===== src/rtl/commit_stage.sv =====
// commit_stage: retire end of the ROB commit bus.
// One instruction retires per cycle. Retiring updates the architectural regfile,
// releases stores and updates the BTB and gshare predictor. A committed
// misprediction sends a one-cycle cpuReset/priorCommit pulse back to the ROB,
// restores the register-status snapshot and holds a fetch redirect for
// FLUSH_CYCLES cycles. Commits that arrive during that window are dropped.
module commit_stage #(
  parameter int WIDTH        = 31,
  parameter int CONTROL      = 5,
  parameter int INDEX        = 7,
  parameter int ROB          = 2,
  parameter int FLUSH_CYCLES = 2
) (
  input  logic               clk,
  input  logic               globalResetN,
  input  logic               validCommit,
  input  logic [ROB:0]       commitRob,
  input  logic [WIDTH:0]     result,
  input  logic [WIDTH:0]     destCommit,
  input  logic [3:0]         commitInfo,
  input  logic [CONTROL:0]   controlFlow,
  input  logic [WIDTH:0]     targetAddress,
  input  logic [WIDTH:0]     oldPC,
  input  logic [WIDTH:0]     statusSnap,
  input  logic [INDEX:0]     previousIndex,
  output logic               rfWrite,
  output logic [4:0]         rfAddr,
  output logic [WIDTH:0]     rfData,
  output logic               memWrite,
  output logic [WIDTH:0]     memAddr,
  output logic [WIDTH:0]     memData,
  output logic               btbWrite,
  output logic [WIDTH:0]     btbPC,
  output logic [WIDTH:0]     btbTarget,
  output logic [1:0]         btbState,
  output logic               phtUpdate,
  output logic [INDEX:0]     phtIndex,
  output logic               phtTaken,
  output logic               cpuReset,
  output logic               priorCommit,
  output logic [ROB:0]       reset_ptr,
  output logic               statusRestore,
  output logic [WIDTH:0]     statusOut,
  output logic               redirect,
  output logic [WIDTH:0]     redirectPC,
  output logic [31:0]        retired
);

  localparam int CW = (FLUSH_CYCLES > 1) ? $clog2(FLUSH_CYCLES + 1) : 1;

  typedef enum logic [1:0] {RUN, RECOVER, FLUSH} state_t;

  state_t        state;
  logic [CW-1:0] cnt;

  // controlFlow fields
  logic       is_control, write_btb, taken, mispredict;
  logic [1:0] next_state;

  // commitInfo fields
  logic reg_write, mem_write, jump, branch;

  assign is_control = controlFlow[5];
  assign next_state = controlFlow[4:3];
  assign write_btb  = controlFlow[2];
  assign taken      = controlFlow[1];
  // A reset bit without isControl is malformed and retires as a normal commit.
  assign mispredict = controlFlow[0] & is_control;

  assign {reg_write, mem_write, jump, branch} = commitInfo;

  // Retire FSM with registered outputs; strobes default low every cycle.
  always_ff @(posedge clk or negedge globalResetN) begin
    if (!globalResetN) begin
      state         <= RUN;
      cnt           <= '0;
      rfWrite       <= 1'b0;
      rfAddr        <= '0;
      rfData        <= '0;
      memWrite      <= 1'b0;
      memAddr       <= '0;
      memData       <= '0;
      btbWrite      <= 1'b0;
      btbPC         <= '0;
      btbTarget     <= '0;
      btbState      <= '0;
      phtUpdate     <= 1'b0;
      phtIndex      <= '0;
      phtTaken      <= 1'b0;
      cpuReset      <= 1'b0;
      priorCommit   <= 1'b0;
      reset_ptr     <= '0;
      statusRestore <= 1'b0;
      statusOut     <= '0;
      redirect      <= 1'b0;
      redirectPC    <= '0;
      retired       <= '0;
    end else begin
      rfWrite       <= 1'b0;
      memWrite      <= 1'b0;
      btbWrite      <= 1'b0;
      phtUpdate     <= 1'b0;
      cpuReset      <= 1'b0;
      priorCommit   <= 1'b0;
      statusRestore <= 1'b0;
      case (state)
        RUN: begin
          if (validCommit) begin
            retired   <= retired + 32'd1;
            // x0 is hardwired, so writes to it are dropped here
            rfWrite   <= (reg_write | jump) && (destCommit[4:0] != 5'd0);
            rfAddr    <= destCommit[4:0];
            rfData    <= result;
            memWrite  <= mem_write;
            memAddr   <= destCommit;
            memData   <= result;
            btbWrite  <= is_control & write_btb;
            btbPC     <= oldPC;
            btbTarget <= targetAddress;
            btbState  <= next_state;
            phtUpdate <= branch;
            phtIndex  <= previousIndex;
            phtTaken  <= taken;
            if (mispredict) begin
              cpuReset      <= 1'b1;
              priorCommit   <= 1'b1;
              reset_ptr     <= commitRob;
              statusRestore <= 1'b1;
              statusOut     <= statusSnap;
              redirect      <= 1'b1;
              redirectPC    <= targetAddress;
              state         <= RECOVER;
            end
          end
        end
        // The ROB re-presents its head entry here; it is ignored and the
        // redirect is held so that it stays high for FLUSH_CYCLES cycles in total.
        RECOVER: begin
          if (FLUSH_CYCLES <= 1) begin
            redirect <= 1'b0;
            state    <= RUN;
          end else begin
            cnt   <= CW'(FLUSH_CYCLES - 1);
            state <= FLUSH;
          end
        end
        // Count down the remaining redirect cycles, then resume retiring.
        FLUSH: begin
          cnt <= cnt - 1'b1;
          if (cnt <= CW'(1)) begin
            cnt      <= '0;
            redirect <= 1'b0;
            state    <= RUN;
          end
        end
        default: state <= RUN;
      endcase
    end
  end

endmodule


===== config.mk =====
export PLATFORM = sky130hd
export DESIGN_NAME = commit_stage
export DESIGN_NICKNAME = d
export VERILOG_FILES = /design/src/rtl/commit_stage.sv
export SDC_FILE = /design/constraint.sdc
export NUM_CORES = 1
export LEC_CHECK = 0
export CAP_MARGIN = 20
export CORE_AREA = 3 3 182 184
export CTS_CLUSTER_SIZE = 30
export DETAILED_ROUTE_END_ITERATION = 6
export DIE_AREA = 0 0 185 187
export DONT_BUFFER_PORTS = 1
export HOLD_SLACK_MARGIN = 0.05
export SLEW_MARGIN = 20
export SYNTH_ARGS = -nofsm -noshare
export SYNTH_HDL_FRONTEND = slang
export SYNTH_SLANG_ARGS = --single-unit

===== constraint.sdc =====
create_clock -name clk -period 2.3 [get_ports clk]
set_input_delay 0.46 -clock clk [delete_from_list [all_inputs] [get_ports clk]]
set_output_delay 0.46 -clock clk [all_outputs]
set_load 0.01 [all_outputs]

==> impl_metrics.toml, run 1 <==
[status]
run_status = "finished, violations left"
violations = "hold timing"

[power]
pwr_density_cell_mw_per_mm2 = 1330
peakVddDrop_v = 0.000694
seqPwrFrac_pct = 54.5
p_switching_w = 0.00667
p_leak_nw = 6.44
swShare_pct = 40.1
pwr-share-comb_pct = 20.9
clkPwrFrac_pct = 24.5
p_int_w = 0.00997

[cts]
ctsHoldBuffers = 165
cts_buffers = 26
cts_setup_buffers = 0
cts_resized = 0
cts_tree = "yes"
htreeDepth = 1
clock_latency_ps = 530
clockBufferDepth = 3
clk_pin_slew_ps = 60
clkSinkCount = 248
cts_root_buffer = "clkbuf_16"

[place]
dp_hpwl_mm = 18.8
io_buffers = 0
dp_slack_ps = 234
gp_congestion = 0.833

[flow_run]
cap_violations = 0

[floorplan]
dieHeight_microns = 187
core_sq_mm = 0.0316
rows = 65
die_x_microns = 185
dieArea_sq_mm = 0.0346
pin_count = 467
initial_utilization_pct = 31.4

[sta]
worst_pin_slew_ps = 733
final_max_slew_viol_count = 0
layout_setup_ws_ps = 202
period_share_pct = 91.2
hold_slack_ps = -379
finalHoldViolCount = 248
slew_headroom_pct = 51.1
rsz0062_at_grt = "false"
setup-violations-final = 0
fin_skew_ps = 22.3
post-route-min-period_ps = 2100
fmax_mhz = 477
setup_tns_ps = 0

[global_route]
grt_use_met2_pct = 27.7
globalRouteTotalUtil_pct = 15.5
gr-total-overflow = 0
grt_use_met1_pct = 16.9
grt_max_degree = 249
antenna_found_initial = 2
gr-max-usage-layer = "met2"
grt_pass1_vias = 7894
met3_usage_pct = 5.80
grt_pass1_wl_mm = 43.9

[layout]
area_growth_pct = 26.7
fin_nets = 1390
layout-drive-gt1-share_pct = 5.00
final_common_cell = "nand2_1"
mostFrequentLayoutCells = "640 x nand2_1, 248 x dfrtp_1, 165 x dlygate4sd3_1, 26 x clkbuf_16, 22 x xor2_1"

[route]
totalWireLength_mm = 28.7
vias = 7603
drc = 0
vias_per_cell = 4.69
ant_nets = 0
avgRoutedWirePerCell_microns = 17.7
first_pass_iters = 6
drt_iter0_markers = 442

[synth]
yosys_most_used_dff = "dfrtp_1"
netlist_instances = 1089
yosys_warnings = 0
synth-seq-area-share_pct = 62.6
avgSynthCellArea_sq_um = 9.10
netlist_area_sq_mm = 0.00991
async_reset_ff_share_pct = 100
synth_seq_cells = 248
synthDistinctLibCells = 34
syn_nets = 1277
synth_edf_count = 0

[setup_path]
crit_path_start_kind = "register"
criticalPathCategory = "reg2reg"
startpoint = "state[0]"
worstSetupEndpointType = "register"
critPathArrivalTime_ps = 2560
cp.required_ps = 2760
reg2reg_from = "state[0]"
crit_fanout = 8

[worst_hold_path]
min_path_type = "in2async"
worst paths after layout:
| path | end | slack (ps) | cells after the start |
|---|---|---|---|
| worst max-delay path | retired[24] | 200 | 6 |
| worst min-delay path | phtIndex[1] | -380 | 0 |
| worst max register to register | retired[24] | 200 | 6 |
| worst min register to register | btbTarget[11] | 550 | 2 |
| max in group asynchronous | btbPC[20] | 2280 | 0 |
| min in group clk | btbPC[15] | 70 | 2 |
synthesized netlist by cell type, drive strengths merged (2+ instances only):
master  instances  share of area (%)
and2            3               0.19
and3            4               0.25
and4            2               0.18
buf            57                3.8
clkbuf         33                1.3
dfrtp         248                 63
ha              4               0.51
inv             6               0.23
nand2         641                 24
nand3           9               0.45
nand4          10               0.69
nor2            8               0.30
nor3            7               0.35
nor4           14                1.3
xnor2           9               0.80
xor2           22                1.9
routing by layer:
layer | share of wire [%] | up-vias
met5 | 0 | -
met4 | 3.1 | 0
met3 | 11 | 66
met2 | 50 | 392
met1 | 36 | 3611
li1 | - | 3534
logic make-up (layout without fill, tap and decap cells):
group	Yosys count	count (layout)	share of synthesized area, %
multiplexers	1	1	0.114
buffers and inverters	96	226	5.25
AO/OA/AOI/OAI	7	7	0.480
XOR/XNOR	31	31	2.74
other	0	1	0
adder cells (fa/ha/maj)	4	4	0.505
flip-flops	248	248	62.6
AND/OR/NAND/NOR	702	702	28.3
sequential cells by signal, summed over array words and instances, names as in the netlist, 3 cells and up:
signal	flops
btbPC	32
btbTarget	32
memData	32
redirectPC	32
retired	32
statusOut	32
memAddr	28
phtIndex	8
rfAddr	4
reset_ptr	3
worst max-delay path, stage by stage (launching register included):
cell	delay, ps
dfrtp_1	410
inv_1	90
ha_1	320
nand4_1	220
or2_1	410
nor4_1	390
xor2_1	180
stage by stage:
stage	power, W	area [sq um]	utilization [%]	cells
floorplan	0.0113	9910	-	1089
global placement	0.0122	10100	31.9	1411
detailed placement	0.0124	10100	31.9	1411
CTS	0.0168	12500	39.8	1621
global route	0.0178	12500	39.8	1622
finish	0.0166	12500	39.8	1622
cell type report:
cell class                      count  area (sq um)
Fill cell                        2992         19000
Timing Repair Buffer              175          1790
Clock inverter                      8          78.8
Inverter                            6          22.5
Clock buffer                       37           752
Tap cell                          402           503
Antenna cell                        1          2.50
Sequential cell                   248          6210
Multi-Input combinational cell    745          3200
power by group through the flow:
stage | logic [W] | clock network (W) | registers (W)
floorplan | 0.00308 | 0 | 0.00826
global placement | 0.00308 | 0 | 0.00912
detailed placement | 0.00327 | 0 | 0.00909
CTS | 0.00349 | 0.00422 | 0.00908
global route | 0.00404 | 0.00439 | 0.00934
finish | 0.00349 | 0.00408 | 0.00907
Note: power is estimated with default switching activity, not from simulation.
==> inputs of run 2 (changes only) <==
- PLACE_DENSITY: default -> 0.45
==> impl_metrics.toml, run 2 (synthesis results as in run 1) <==
[global_route]
grt_max_degree = 249
gr-total-overflow = 0
grt_pass1_vias = 8075
antenna_found_initial = 2
globalRouteTotalUtil_pct = 16.3
grt_pass1_wl_mm = 46.0

[layout]
layout-drive-gt1-share_pct = 5.50
mostFrequentLayoutCells = "640 x nand2_1, 248 x dfrtp_1, 173 x dlygate4sd3_1, 28 x clkbuf_16, 22 x xor2_1"
instances_no_fill = 1639
final_area_sq_mm = 0.0127
area_growth_pct = 28.5
fin_nets = 1403
final_common_cell = "nand2_1"

[route]
vias_per_cell = 4.59
drt_iter0_markers = 336
drc = 0
totalWireLength_mm = 29.1
avgRoutedWirePerCell_microns = 17.8
first_pass_iters = 5
ant_nets = 0
vias = 7525

[sta]
setup_tns_ps = 0
setup-violations-final = 0
period_share_pct = 87.2
fmax_mhz = 498
rsz0062_at_grt = "false"
slew_headroom_pct = 69.0
final_max_slew_viol_count = 0
post-route-min-period_ps = 2010
worst_pin_slew_ps = 464
hold_slack_ps = -394
finalHoldViolCount = 248
fin_skew_ps = 17.4

[setup_path]
cp.required_ps = 2770
crit_path_start_kind = "register"
r2r_slack_ps = 290
worstSetupEndpointType = "register"
critPathArrivalTime_ps = 2480
crit_fanout = 8
criticalPathCategory = "reg2reg"

[place]
placedCellCount = 1414
postPlaceCellArea_sq_mm = 0.0101
dp_hpwl_mm = 19.2
io_buffers = 0
gp_congestion = 0.762

[power]
swShare_pct = 39.9
peakVddDrop_v = 0.000636
clkPwrFrac_pct = 25.3
p_leak_nw = 6.53
seqPwrFrac_pct = 53.8
pwr-share-comb_pct = 20.9
p_switching_w = 0.00670
p_int_w = 0.0101
pwr_density_cell_mw_per_mm2 = 1320

[cts]
cts_root_buffer = "clkbuf_16"
cts_setup_buffers = 0
clkSinkCount = 248
cts_tree = "yes"
cts_buffers = 28
htreeDepth = 1
ctsHoldBuffers = 173
clock_latency_ps = 540
cts_resized = 0
clk_pin_slew_ps = 60
clockBufferDepth = 3

[floorplan]
pin_count = 467
dieHeight_microns = 187
die_x_microns = 185
core_sq_mm = 0.0316
rows = 65
dieArea_sq_mm = 0.0346
initial_utilization_pct = 31.4

[status]
run_status = "finished, violations left"
violations = "hold timing"

[flow_run]
cap_violations = 0

[worst_hold_path]
min_path_type = "in2async"
==> run 2: per-layer routing <==
| metal | track usage (%) | routed length, microns | share of wire [%] | vias to the layer above |
|---|---|---|---|---|
| met5 | 0 | 13 | 0.045 | - |
| met4 | 3.87 | 584 | 2.0 | 2 |
| met2 | 28.7 | 14500 | 50 | 317 |
| li1 | - | - | - | 3558 |
| met3 | 6.61 | 3110 | 11 | 41 |
| met1 | 18.5 | 10900 | 37 | 3607 |
==> run 2: cell type report <==
cell class / count / area, sq um
Clock inverter: 12 / 100
Sequential cell: 248 / 6210
Inverter: 6 / 22.5
Timing Repair Buffer: 186 / 1920
Fill cell: 3062 / 18800
Multi-Input combinational cell: 745 / 3200
Clock buffer: 39 / 782
Antenna cell: 1 / 2.50
Tap cell: 402 / 503
==> run 2: metrics by stage <==
| stage | utilization [%] | hold WS, ps | power, W | setup WS, ps |
|---|---|---|---|---|
| final | 40.3 | -394 | 0.0168 | 294 |
| after global routing | 40.3 | -434 | 0.0181 | 126 |
| after CTS | 40.3 | -430 | 0.0171 | 270 |
| after detailed placement | 32.0 | 171 | 0.0125 | 273 |
| after global placement | 32.0 | 170 | 0.0124 | 337 |
| after floorplan | - | 164 | 0.0113 | 418 |
==> run 2: power groups by stage <==
stage / Sequential, W / Combinational (W) / Clock, W
3_5_place_dp: 0.00914 / 0.00333 / 0
4_1_cts: 0.00911 / 0.00357 / 0.00441
5_1_grt: 0.00934 / 0.00416 / 0.00462
6_report: 0.00905 / 0.00351 / 0.00425
3_3_place_gp: 0.00919 / 0.00320 / 0
2_1_floorplan: 0.00826 / 0.00308 / 0
==> run 2: worst paths after layout <==
path / from / cells after the start / to
setup / recovery: state[0] / 6 / retired[24]
hold / removal: globalResetN / 0 / retired[18]
setup reg to reg: state[0] / 6 / retired[24]
hold reg to reg: state[1] / 1 / state[1]
max in group asynchronous: globalResetN / 0 / btbPC[21]
min in group clk: commitInfo[0] / 1 / phtUpdate
==> run 2: worst max-delay path, cell delays in order (launching register included) <==
cell	delay, ps
dfrtp_1	400
inv_1	90
ha_1	300
nand4_1	210
or2_1	400
nor4_1	370
xor2_1	170
==> inputs of run 3 (changes only) <==
- PLACE_DENSITY: 0.45 -> 0.53
==> impl_metrics.toml, run 3 (synthesis results as in run 1) <==
[cts]
clk_pin_slew_ps = 60
cts_tree = "yes"
htreeDepth = 1
ctsHoldBuffers = 170
cts_resized = 0
clockBufferDepth = 3
clock_latency_ps = 530
cts_buffers = 27
cts_root_buffer = "clkbuf_16"
cts_setup_buffers = 0
clkSinkCount = 248

[power]
peakVddDrop_v = 0.000685
p_leak_nw = 6.52
p_total_w = 0.0170
pwr_density_cell_mw_per_mm2 = 1330

[sta]
finalHoldViolCount = 248
hold_slack_ps = -375
setup_tns_ps = 0
final_max_slew_viol_count = 0
setup-violations-final = 0
slew_headroom_pct = 31.5
period_share_pct = 89.7
rsz0062_at_grt = "false"
post-route-min-period_ps = 2060
worst_pin_slew_ps = 1030
fmax_mhz = 485
fin_skew_ps = 7.05

[route]
avgRoutedWirePerCell_microns = 18.0
vias = 7617
totalWireLength_mm = 29.5
first_pass_iters = 5
vias_per_cell = 4.65
drt_iter0_markers = 422
drc = 0
ant_nets = 0

[floorplan]
dieArea_sq_mm = 0.0346
die_x_microns = 185
pin_count = 467
core_sq_mm = 0.0316
dieHeight_microns = 187
rows = 65
initial_utilization_pct = 31.4

[layout]
nFillCells = 3076
mostFrequentLayoutCells = "640 x nand2_1, 248 x dfrtp_1, 170 x dlygate4sd3_1, 27 x clkbuf_16, 22 x xor2_1"
layout-drive-gt1-share_pct = 6.00
area_growth_pct = 28.5
multiInputGateArea_sq_mm = 0.00320
fin_util_pct = 40.3
final_common_cell = "nand2_1"
fin_nets = 1401
regArea_sq_mm = 0.00621

[global_route]
grt_pass1_wl_mm = 45.6
grt_max_degree = 249
globalRouteTotalUtil_pct = 16.2
antenna_found_initial = 1
gr-total-overflow = 0
grt_pass1_vias = 8025

[flow_run]
cap_violations = 0

[setup_path]
cp.required_ps = 2750
crit_path_start_kind = "register"
worstSetupEndpointType = "register"
crit_fanout = 15
critPathArrivalTime_ps = 2520
criticalPathCategory = "reg2reg"

[place]
dp_hpwl_mm = 19.3
io_buffers = 0
gp_congestion = 0.773

[status]
run_status = "finished, violations left"
violations = "hold timing"

[worst_hold_path]
min_path_type = "in2async"
-- run 3: cell types whose count changed in the layout (fill, tap and decap cells not counted), sizes merged --
cell,delta
clkbuf,-2
dlygate4sd3,-3
bufinv,+1
clkinv,-5
inv,+1
buf,+2
clkinvlp,+4
-- run 3: cell type report --
cell class                 instances  area share [%]
clock inverter                    13            1.01
clock buffer                      37            6.23
tap                              402            3.95
antenna                            1          0.0197
sequential                       248            48.8
timing repair buffer             185            14.7
inverter                           6           0.177
multi-input combinational        745            25.1
-- run 3: final timing paths --
| check | cells after the start | from | slack [ps] | end |
|---|---|---|---|---|
| max | 6 | state[0] | 240 | retired[11] |
| min | 0 | globalResetN | -370 | btbWrite |
| max reg2reg | 6 | state[0] | 240 | retired[11] |
| min reg2reg | 1 | state[1] | 540 | state[1] |
| max in group asynchronous | 0 | globalResetN | 1830 | statusOut[9] |
| min in group clk | 2 | destCommit[24] | 80 | memAddr[24] |
-- run 3: worst max-delay path, cell delays in order, from the launching register on --
cell     delay, ps
dfrtp_1        410
inv_1           90
ha_1           200
and2_4         190
nand4_2        450
nor4_1         470
xor2_1         180
-- run 3: stage by stage --
stage	std cells	setup WS, ps	area (sq um)	hold slack (ps)
after floorplan	1089	418	9910	164
after global placement	1416	363	10100	170
after detailed placement	1416	240	10100	170
after CTS	1636	223	12700	-403
after global routing	1637	81.4	12700	-409
final	1637	238	12700	-375
-- run 3: metal layers --
metal | wire, microns | share of wire (%) | vias to the layer above | GRT usage, %
met5 | 0 | 0 | - | 0
met4 | 703 | 2.4 | 0 | 4.44
met3 | 3100 | 11 | 54 | 6.01
li1 | - | - | 3557 | -
met1 | 11000 | 37 | 3657 | 18.7
met2 | 14700 | 50 | 349 | 28.3
-- run 3: report_power, final --
part	total (W)	switching, W	leakage, nW	internal [W]
Clock	0.00439	0.00176	0.449	0.00263
Sequential	0.00906	0.00280	3.10	0.00626
Combinational	0.00350	0.00214	2.97	0.00135
